**src/rtl/float_to_fixed_conv_p.sv**
```systemverilog
// Float-to-fixed converter: decodes an IEEE-style float, aligns the mantissa one bit per
// clock, then rounds (truncate or nearest-even) and saturates into two's-complement fixed point.
module float_to_fixed_conv_p #(
    parameter int EW     = 8,
    parameter int MW     = 23,
    parameter int FIX_W  = 32,
    parameter int FRAC_W = 26
) (
    input  logic             CLK,
    input  logic             RST,
    input  logic             RST_FSM,
    input  logic             START,
    input  logic             RND_MODE,
    input  logic [EW+MW:0]   FLOAT,
    output logic             BUSY,
    output logic             ACK,
    output logic [FIX_W-1:0] FIXED,
    output logic             OVF,
    output logic             INV
);

    localparam int BIAS     = (1 << (EW - 1)) - 1;
    localparam int INT_BITS = FIX_W - 1 - FRAC_W;
    localparam int CNT_MAX  = MW + 3;
    localparam int CNT_W    = $clog2(FIX_W + MW + 4);

    localparam logic [FIX_W-1:0] SAT_POS     = {1'b0, {(FIX_W-1){1'b1}}};
    localparam logic [FIX_W-1:0] SAT_NEG     = {1'b1, {(FIX_W-1){1'b0}}};
    localparam logic [FIX_W:0]   MAG_POS_MAX = {2'b00, {(FIX_W-1){1'b1}}};
    localparam logic [FIX_W:0]   MAG_NEG_MAX = {2'b01, {(FIX_W-1){1'b0}}};

    typedef enum logic [2:0] {
        S_IDLE,
        S_LOAD,
        S_SHIFT,
        S_ROUND,
        S_DONE
    } state_t;

    state_t             state_q, state_d;
    logic [EW+MW:0]     float_q, float_d;
    logic               rnd_q, rnd_d;
    logic [FIX_W:0]     mag_q, mag_d;
    logic               guard_q, guard_d;
    logic               sticky_q, sticky_d;
    logic [CNT_W-1:0]   cnt_q, cnt_d;
    logic               left_q, left_d;
    logic [FIX_W-1:0]   fixed_q, fixed_d;
    logic               ovf_q, ovf_d;
    logic               inv_q, inv_d;

    logic               sign_w;
    logic [EW-1:0]      exp_w;
    logic [MW-1:0]      man_w;
    int                 e_val;
    int                 sh_val;
    int                 sh_abs;
    logic [CNT_W-1:0]   cnt_init;
    logic [FIX_W:0]     mag_init;
    logic [FIX_W-1:0]   sat_val;
    logic               round_inc;
    logic [FIX_W:0]     mag_rnd;

    // Field decode, alignment distance and the rounding increment.
    always_comb begin
        sign_w   = float_q[EW+MW];
        exp_w    = float_q[EW+MW-1:MW];
        man_w    = float_q[MW-1:0];
        e_val    = int'(exp_w) - BIAS;
        sh_val   = e_val + FRAC_W - MW;
        sh_abs   = (sh_val < 0) ? -sh_val : sh_val;
        if (sh_val < 0 && sh_abs > CNT_MAX) begin
            sh_abs = CNT_MAX;
        end
        cnt_init  = CNT_W'(sh_abs);
        mag_init  = {{(FIX_W-MW){1'b0}}, 1'b1, man_w};
        sat_val   = sign_w ? SAT_NEG : SAT_POS;
        round_inc = rnd_q & guard_q & (sticky_q | mag_q[0]);
        mag_rnd   = mag_q + {{FIX_W{1'b0}}, round_inc};
    end

    always_comb begin
        state_d  = state_q;
        float_d  = float_q;
        rnd_d    = rnd_q;
        mag_d    = mag_q;
        guard_d  = guard_q;
        sticky_d = sticky_q;
        cnt_d    = cnt_q;
        left_d   = left_q;
        fixed_d  = fixed_q;
        ovf_d    = ovf_q;
        inv_d    = inv_q;

        if (RST_FSM) begin
            state_d = S_IDLE;
        end else begin
            unique case (state_q)
                S_IDLE: begin
                    if (START) begin
                        float_d = FLOAT;
                        rnd_d   = RND_MODE;
                        state_d = S_LOAD;
                    end
                end
                S_LOAD: begin
                    mag_d    = mag_init;
                    guard_d  = 1'b0;
                    sticky_d = 1'b0;
                    cnt_d    = cnt_init;
                    left_d   = (sh_val > 0);
                    state_d  = S_DONE;
                    if (&exp_w) begin
                        fixed_d = (man_w != '0) ? '0 : sat_val;
                        ovf_d   = (man_w == '0);
                        inv_d   = (man_w != '0);
                    end else if (exp_w == '0) begin
                        // Zero and denormals are flushed to zero.
                        fixed_d = '0;
                        ovf_d   = 1'b0;
                        inv_d   = 1'b0;
                    end else if (e_val > INT_BITS) begin
                        fixed_d = sat_val;
                        ovf_d   = 1'b1;
                        inv_d   = 1'b0;
                    end else if (e_val == INT_BITS) begin
                        // Only -2^INT_BITS exactly is representable at this exponent.
                        fixed_d = sat_val;
                        ovf_d   = !(sign_w && man_w == '0);
                        inv_d   = 1'b0;
                    end else begin
                        state_d = (cnt_init != '0) ? S_SHIFT : S_ROUND;
                    end
                end
                S_SHIFT: begin
                    if (left_q) begin
                        mag_d = mag_q << 1;
                    end else begin
                        sticky_d = sticky_q | guard_q;
                        guard_d  = mag_q[0];
                        mag_d    = mag_q >> 1;
                    end
                    cnt_d = cnt_q - 1'b1;
                    if (cnt_q == CNT_W'(1)) begin
                        state_d = S_ROUND;
                    end
                end
                S_ROUND: begin
                    inv_d   = 1'b0;
                    state_d = S_DONE;
                    if ((!sign_w && mag_rnd > MAG_POS_MAX) || (sign_w && mag_rnd > MAG_NEG_MAX)) begin
                        fixed_d = sat_val;
                        ovf_d   = 1'b1;
                    end else begin
                        fixed_d = sign_w ? (FIX_W'(0) - mag_rnd[FIX_W-1:0]) : mag_rnd[FIX_W-1:0];
                        ovf_d   = 1'b0;
                    end
                end
                S_DONE: begin
                    state_d = S_DONE;
                end
                default: begin
                    state_d = S_IDLE;
                end
            endcase
        end
    end

    always_ff @(posedge CLK or posedge RST) begin
        if (RST) begin
            state_q  <= S_IDLE;
            float_q  <= '0;
            rnd_q    <= 1'b0;
            mag_q    <= '0;
            guard_q  <= 1'b0;
            sticky_q <= 1'b0;
            cnt_q    <= '0;
            left_q   <= 1'b0;
            fixed_q  <= '0;
            ovf_q    <= 1'b0;
            inv_q    <= 1'b0;
        end else begin
            state_q  <= state_d;
            float_q  <= float_d;
            rnd_q    <= rnd_d;
            mag_q    <= mag_d;
            guard_q  <= guard_d;
            sticky_q <= sticky_d;
            cnt_q    <= cnt_d;
            left_q   <= left_d;
            fixed_q  <= fixed_d;
            ovf_q    <= ovf_d;
            inv_q    <= inv_d;
        end
    end

    assign BUSY  = (state_q != S_IDLE) && (state_q != S_DONE);
    assign ACK   = (state_q == S_DONE);
    assign FIXED = fixed_q;
    assign OVF   = ovf_q;
    assign INV   = inv_q;

endmodule
```
**config.mk**
```make
export PLATFORM = sky130hd
export DESIGN_NAME = float_to_fixed_conv_p
export DESIGN_NICKNAME = d
export VERILOG_FILES = /design/src/rtl/float_to_fixed_conv_p.sv
export SDC_FILE = /design/constraint.sdc
export NUM_CORES = 1
export LEC_CHECK = 0
export ABC_AREA = 1
export CAP_MARGIN = 0
export CORE_MARGIN = 2
export CORE_UTILIZATION = 35
export DETAILED_ROUTE_END_ITERATION = 16
export SLEW_MARGIN = 10
export SYNTH_ARGS = -nofsm -noshare
export SYNTH_HDL_FRONTEND = slang
export SYNTH_SLANG_ARGS = --single-unit
export TNS_END_PERCENT = 100
```
**constraint.sdc**
```tcl
create_clock -name CLK -period 5.1 [get_ports CLK]
set_input_delay 1.02 -clock CLK [delete_from_list [all_inputs] [get_ports CLK]]
set_output_delay 1.02 -clock CLK [all_outputs]
set_load 0.02 [all_outputs]
```
-- Word level (Yosys, flattened, before mapping)
Index checks and enable logic that the tools add are counted.
- magnitude comparators: 6
- $add $sub $neg: 7
- eq/ne operators: 11
- reductions and logical operators: 24
- bitwise logic cells: 5
- muxes and demuxes: 38
- operator list (kind ; count):
    32-bit two-way mux ; 9
    33-bit case mux with 2 select lines ; 1
    32-bit case mux with 2 select lines ; 1
    33-bit by 1-bit adder with 33-bit output ; 1
    33-bit by 31-bit greater-than comparator with 1-bit output, second input constant ; 1
    33-bit by 32-bit greater-than comparator with 1-bit output, second input constant ; 1
    33-bit two-way mux ; 1
    32-bit by 6-bit greater-than comparator with 1-bit output, second input constant ; 1
    11-bit negator with 32-bit output ; 1
    1-bit by 32-bit subtractor with 32-bit output, first input constant ; 1
    23-bit zero test ; 1
    23-bit nonzero test ; 1
    3-bit two-way mux ; 7
    1-bit two-way mux ; 12
    3-bit case mux with 4 select lines ; 1
    6-bit case mux with 2 select lines ; 1
    11-bit by 1-bit greater-than comparator with 1-bit output, second input constant ; 1
    11-bit by 1-bit < comparator with 1-bit output, second input constant ; 1
    10-bit by 6-bit subtractor with 11-bit output, second input constant ; 1
    9-bit by 6-bit adder with 10-bit output, second input constant ; 1
    9-bit by 4-bit equality test with 1-bit output, second input constant ; 1
    9-bit by 4-bit greater-than comparator with 1-bit output, second input constant ; 1
    3-bit != test, second input constant ; 3
    3-bit AND reduction ; 3
    24 further kinds ; 38
- register bits after elaboration: 112
- word-level logic and storage cells: 102
- bits of input ports: 37
- output and inout bits: 36

-- Logic depth before layout (Yosys ltp)
- depth after elaboration: 16
- depth in mapped cells: 23
- gate-level depth less buffers: 23

-- Worst setup path after synthesis
No wires, ideal clock.
- path kind: register to register
- start: reg guard_q
- end: reg fixed_q[7], in the netlist FIXED[7]
- clock period less this slack: 2676 ps
- cell stages (with the launch flop): 22
- buffers on the path: 1
- path slack: 2424 ps
- library setup time: 73 ps
- arrival time: 2603 ps
- data required time: 5027 ps
- path through: dfrtp_1 inv_1 nor3_1 ha_1 ha_1 nand2_1 nor2_2 nand2_1 nor3_1 nor2_2 nor2_4 nand2_1 inv_1 nand2_1 nor2_2 nand3_2 nand3_4 buf_12 nand3_2 nand2_1 nand2_1 a21oi_2
- word-level cells in the longest chain between the ends: 8
- elaborated cells on any way between the ends: 12
- classes of those cells: add/sub (2); order compare (2); mux (3); bitwise (2); reduce/logical (3)
- RTL lines (item ; line ; text):
    from (decl) ; 44 ; logic guard_q, guard_d;
    from (signal assigned) ; 187 ; guard_q <= guard_d;
    1-bit AND (*) (2 in a row) ; 78 ; round_inc = rnd_q & guard_q & (sticky_q | mag_q[0]);
    33-bit by 1-bit adder with 33-bit output (*) ; 79 ; mag_rnd = mag_q + {{FIX_W{1'b0}}, round_inc};
    33-bit by 31-bit greater-than comparator with 1-bit output or 33-bit by 32-bit greater-than comparator with 1-bit output (tied branches) ; 151 ; if ((!sign_w && mag_rnd > MAG_POS_MAX) || (sign_w && mag_rnd > MAG_NEG_MAX)) begin
    1-bit logical AND ; 151 ;
    1-bit logical OR ; 151 ;
    32-bit two-way mux (*) ; 151 ;
    32-bit case mux with 2 select lines (*) ; 98 ; unique case (state_q)
    to (signal assigned) ; 191 ; fixed_q <= fixed_d;
    to (decl) ; 48 ; logic [FIX_W-1:0] fixed_q, fixed_d;
Every way passes the cells marked *; elsewhere a longest branch is shown, timed or not.
A chain may end at the register's enable or synchronous reset.

-- Worst setup path after layout
- start: reg guard_q
- end: reg ovf_q, in the netlist OVF
- word-level cells in the longest chain between the ends: 8
- elaborated cells on any way between the ends: 10
- classes of those cells: add/sub (1); order compare (2); mux (2); bitwise (2); reduce/logical (3)
- RTL lines (item ; line ; text):
    1-bit AND (*) (2 in a row) ; 78 ;
    33-bit by 1-bit adder with 33-bit output (*) ; 79 ;
    33-bit by 31-bit greater-than comparator with 1-bit output or 33-bit by 32-bit greater-than comparator with 1-bit output (tied branches) ; 151 ;
    1-bit logical AND ; 151 ;
    1-bit logical OR (*) ; 151 ;
    1-bit two-way mux (*) ; 151 ;
    1-bit case mux with 2 select lines (*) ; 98 ;
    to (signal assigned) ; 192 ; ovf_q <= ovf_d;
    to (decl) ; 49 ; logic ovf_q, ovf_d;
Marks and branches as above.

==> metrics.txt <==
number of clock sinks=112; ys flop type=dfrtp_1; DRT iter0 DRCs=approximately 560; met2 usage=31.8%; initial antenna violation count=0; clock latency on the worst-skew pair=approximately 0.36 ns; RePlAce Congestion=roughly 0.93; area leader, netlist=dfrtp_1; drt via density=about 4.9; type of the worst min-delay path=reg2reg; LEAKAGE=between 4 and 5 nW; setup tns final=0 ns; Cells after Synth=~1300; Filler cells=~2700; hold path cells=2; Yosys cell types=45; net count after synthesis=~1300; hold buffer count at CTS=0; CTS H-tree depth=3; TritonCTS Buffers=9; combined area of the multi-input logic cells=4990 um2; final net count=between 1000 and 1500; Die W=160 um; register bit total from synthesis=roughly 110; FMAX=between 200 and 300 MHz; Max Slew Vio Count=0; Setup WS post-layout=around 1.7 ns; Tmin final=roughly 3.4 ns; Final Hold Fails=0; buffers added on ports=72; number of synthesized flops with an enable pin=0; Post-synth ARST share=100%; Initial Utilization=35.2%; slew margin rel.=32.1%; fin crit share=67.2%; Setup crit end kind=register; Overflow after GRT=0; status=complete, no violations; First-pass DRT Iterations=6; Design Area, Final=just under 10000 um2; Seq/Total Area, Yosys=between 30% and 40%; # setup viols final=0; remaining antenna violation count after routing=0; Area Overhead vs Synth=15.8%; Critical Path AT=between 3 and 4 ns; fraction of post-synthesis cell area in the top cell type by area=33.0%; pin count of the biggest net entering global routing=51; GRT Max-Usage Layer=met2; Die Y=~160 um; Root Buffer=clkbuf_16; worst slack, placed=approximately 1.7 ns; measured slew at the worst slew-check pin=1.02 ns; total power=6.06 mW; first-pass GRT wire length=around 40 mm; CTS tree=done; ANT cells=0; WS Path Type=reg2reg; Power Density=roughly 620 nW/um2; Max-Cap Viols=0; drt total wl=between 20 and 25 mm; CTS resizes=0; DP HPWL=~19 mm; FP Rows=57; FF-to-FF path depth=20; post-CTS setup buffer count=0; Avg Synthesized Cell Area=between 6 and 7 um2; gr usage total=between 10% and 20%; Crit path required time=about 5.4 ns; vias in the first global route=between 7000 and 8000; met3 GRT Util=about 2.6%; Cell Area, Synth=~8500 um2; Synth area leaders=dfrtp_1, nand2_1, nor2_1; Peak VDD IR=approximately 260 uV; DRC Markers=0; die area=25500 um2; Setup Skew=roughly 0.0076 ns; I/O pin total=between 70 and 80; via count=a little over 8000; DR WL/cell=14.5 um; CTS clk-pin slew, worst paths=0.08 ns; core area=approximately 24000 um2; crit-path max FO=32; met1 Use GR=26.1%; clk buf depth=2; unrepaired setup endpoints after global routing=false; share of post-route cells with drive strength above 1=about a tenth; Area after DPL=between 9000 and 10000 um2; commonest cells in the netlist=nand2_1, nor2_1, inv_1; most numerous cell in the Yosys netlist=nand2_1; YS warnings=0; register area=roughly 2800 um2; Worst setup SP type=register
-- per-stage QoR --
step | hold WS, ns | utilization (%) | std cells
after floorplan | 0.463 | - | 1282
after global placement | 0.493 | 39.4 | 1641
after detailed placement | 0.500 | 39.4 | 1641
after CTS | 0.517 | 40.8 | 1657
after global routing | 0.533 | 40.8 | 1657
final | 0.508 | 40.8 | 1657
-- cell usage in the layout (no fill, tap or decap), types with 9 or more instances in the layout --
master           netlist  final
o211ai_1              28     28
a21oi_1               45     45
dfrtp_1              112    112
a21oi_2               25     25
nand3_2               13     14
nand2_1              411    411
ha_1                  12     12
nand3_1               84     83
buf_4                  2     10
mux2_2                22     22
nor2_1               166    163
xor2_1                18     18
nor2_2                16     19
inv_1                127    126
nor3_1                15     15
clkdlybuf4s50_1        0     72
o21ai_0               75     75
clkbuf_16              0      9
nand2_2               10     10
nand4_1               17     17
-- final timing paths --
path                           from          end  slack, ns
setup / recovery            guard_q          OVF       1.67
hold / removal             sticky_q     sticky_q       0.51
setup reg to reg            guard_q          OVF       1.67
hold reg to reg            sticky_q     sticky_q       0.51
max in group asynchronous       RST  float_q[25]       3.16
min in group asynchronous       RST    FIXED[13]       1.00
-- power by group --
group	internal, mW	total (mW)	switching [mW]
Sequential	1.30	1.71	0.409
Clock	0.487	0.846	0.358
Combinational	1.28	3.50	2.23
Total	3.06	6.06	2.99
-- sequential cells by signal (all words and copies together), names as in the netlist --
name      count
OVF           1
sticky_q      1
mag_q        33
INV           1
guard_q       1
FIXED        32
state_q       3
cnt_q         6
float_q      32
rnd_q         1
left_q        1
-- final cells by class --
class                   count  area share [%]
clock inverters             7            1.26
inverters                 130            4.99
multi-input cells         993            50.8
repair buffers             82            8.09
flip-flops and latches    112            28.5
clock buffers               9            2.29
well taps                 324            4.12
-- worst max-delay path: stages (launching register included) --
cell     delay (ns)
dfrtp_1        0.36
inv_1          0.06
nor3_1         0.19
ha_1           0.22
ha_1           0.21
nand2_1        0.14
nor2_2         0.23
nand2_1        0.14
nor2_1         0.12
nor2_1         0.05
nor2_2         0.30
nand3_2        0.13
nor3_2         0.12
nand3_1        0.08
nor2_1         0.09
nand3_1        0.07
nand2_1        0.07
nand2_2        0.32
nand2_1        0.19
nand2_1        0.08
a21oi_1        0.16
-- layer usage --
metal / up-vias / wire length, um
met2: 178 / 11200
met3: 32 / 1040
li1: 4223 / -
met4: 0 / 586
met1: 3697 / 11200
met5: - / 0
-- cells by family (layout without fill, tap and decap cells) --
family / count (synthesis) / after routing / share of synthesized area, %
buffers and inverters: 177 / 228 / 8.56
XOR/XNOR: 23 / 23 / 2.46
AO/OA/AOI/OAI: 186 / 186 / 13.2
adder cells (fa/ha/maj): 12 / 12 / 1.77
flip-flops: 112 / 112 / 33.0
AND/OR/NAND/NOR: 750 / 750 / 38.1
multiplexers: 22 / 22 / 2.92
Note: power is estimated with default switching activity, not from simulation.
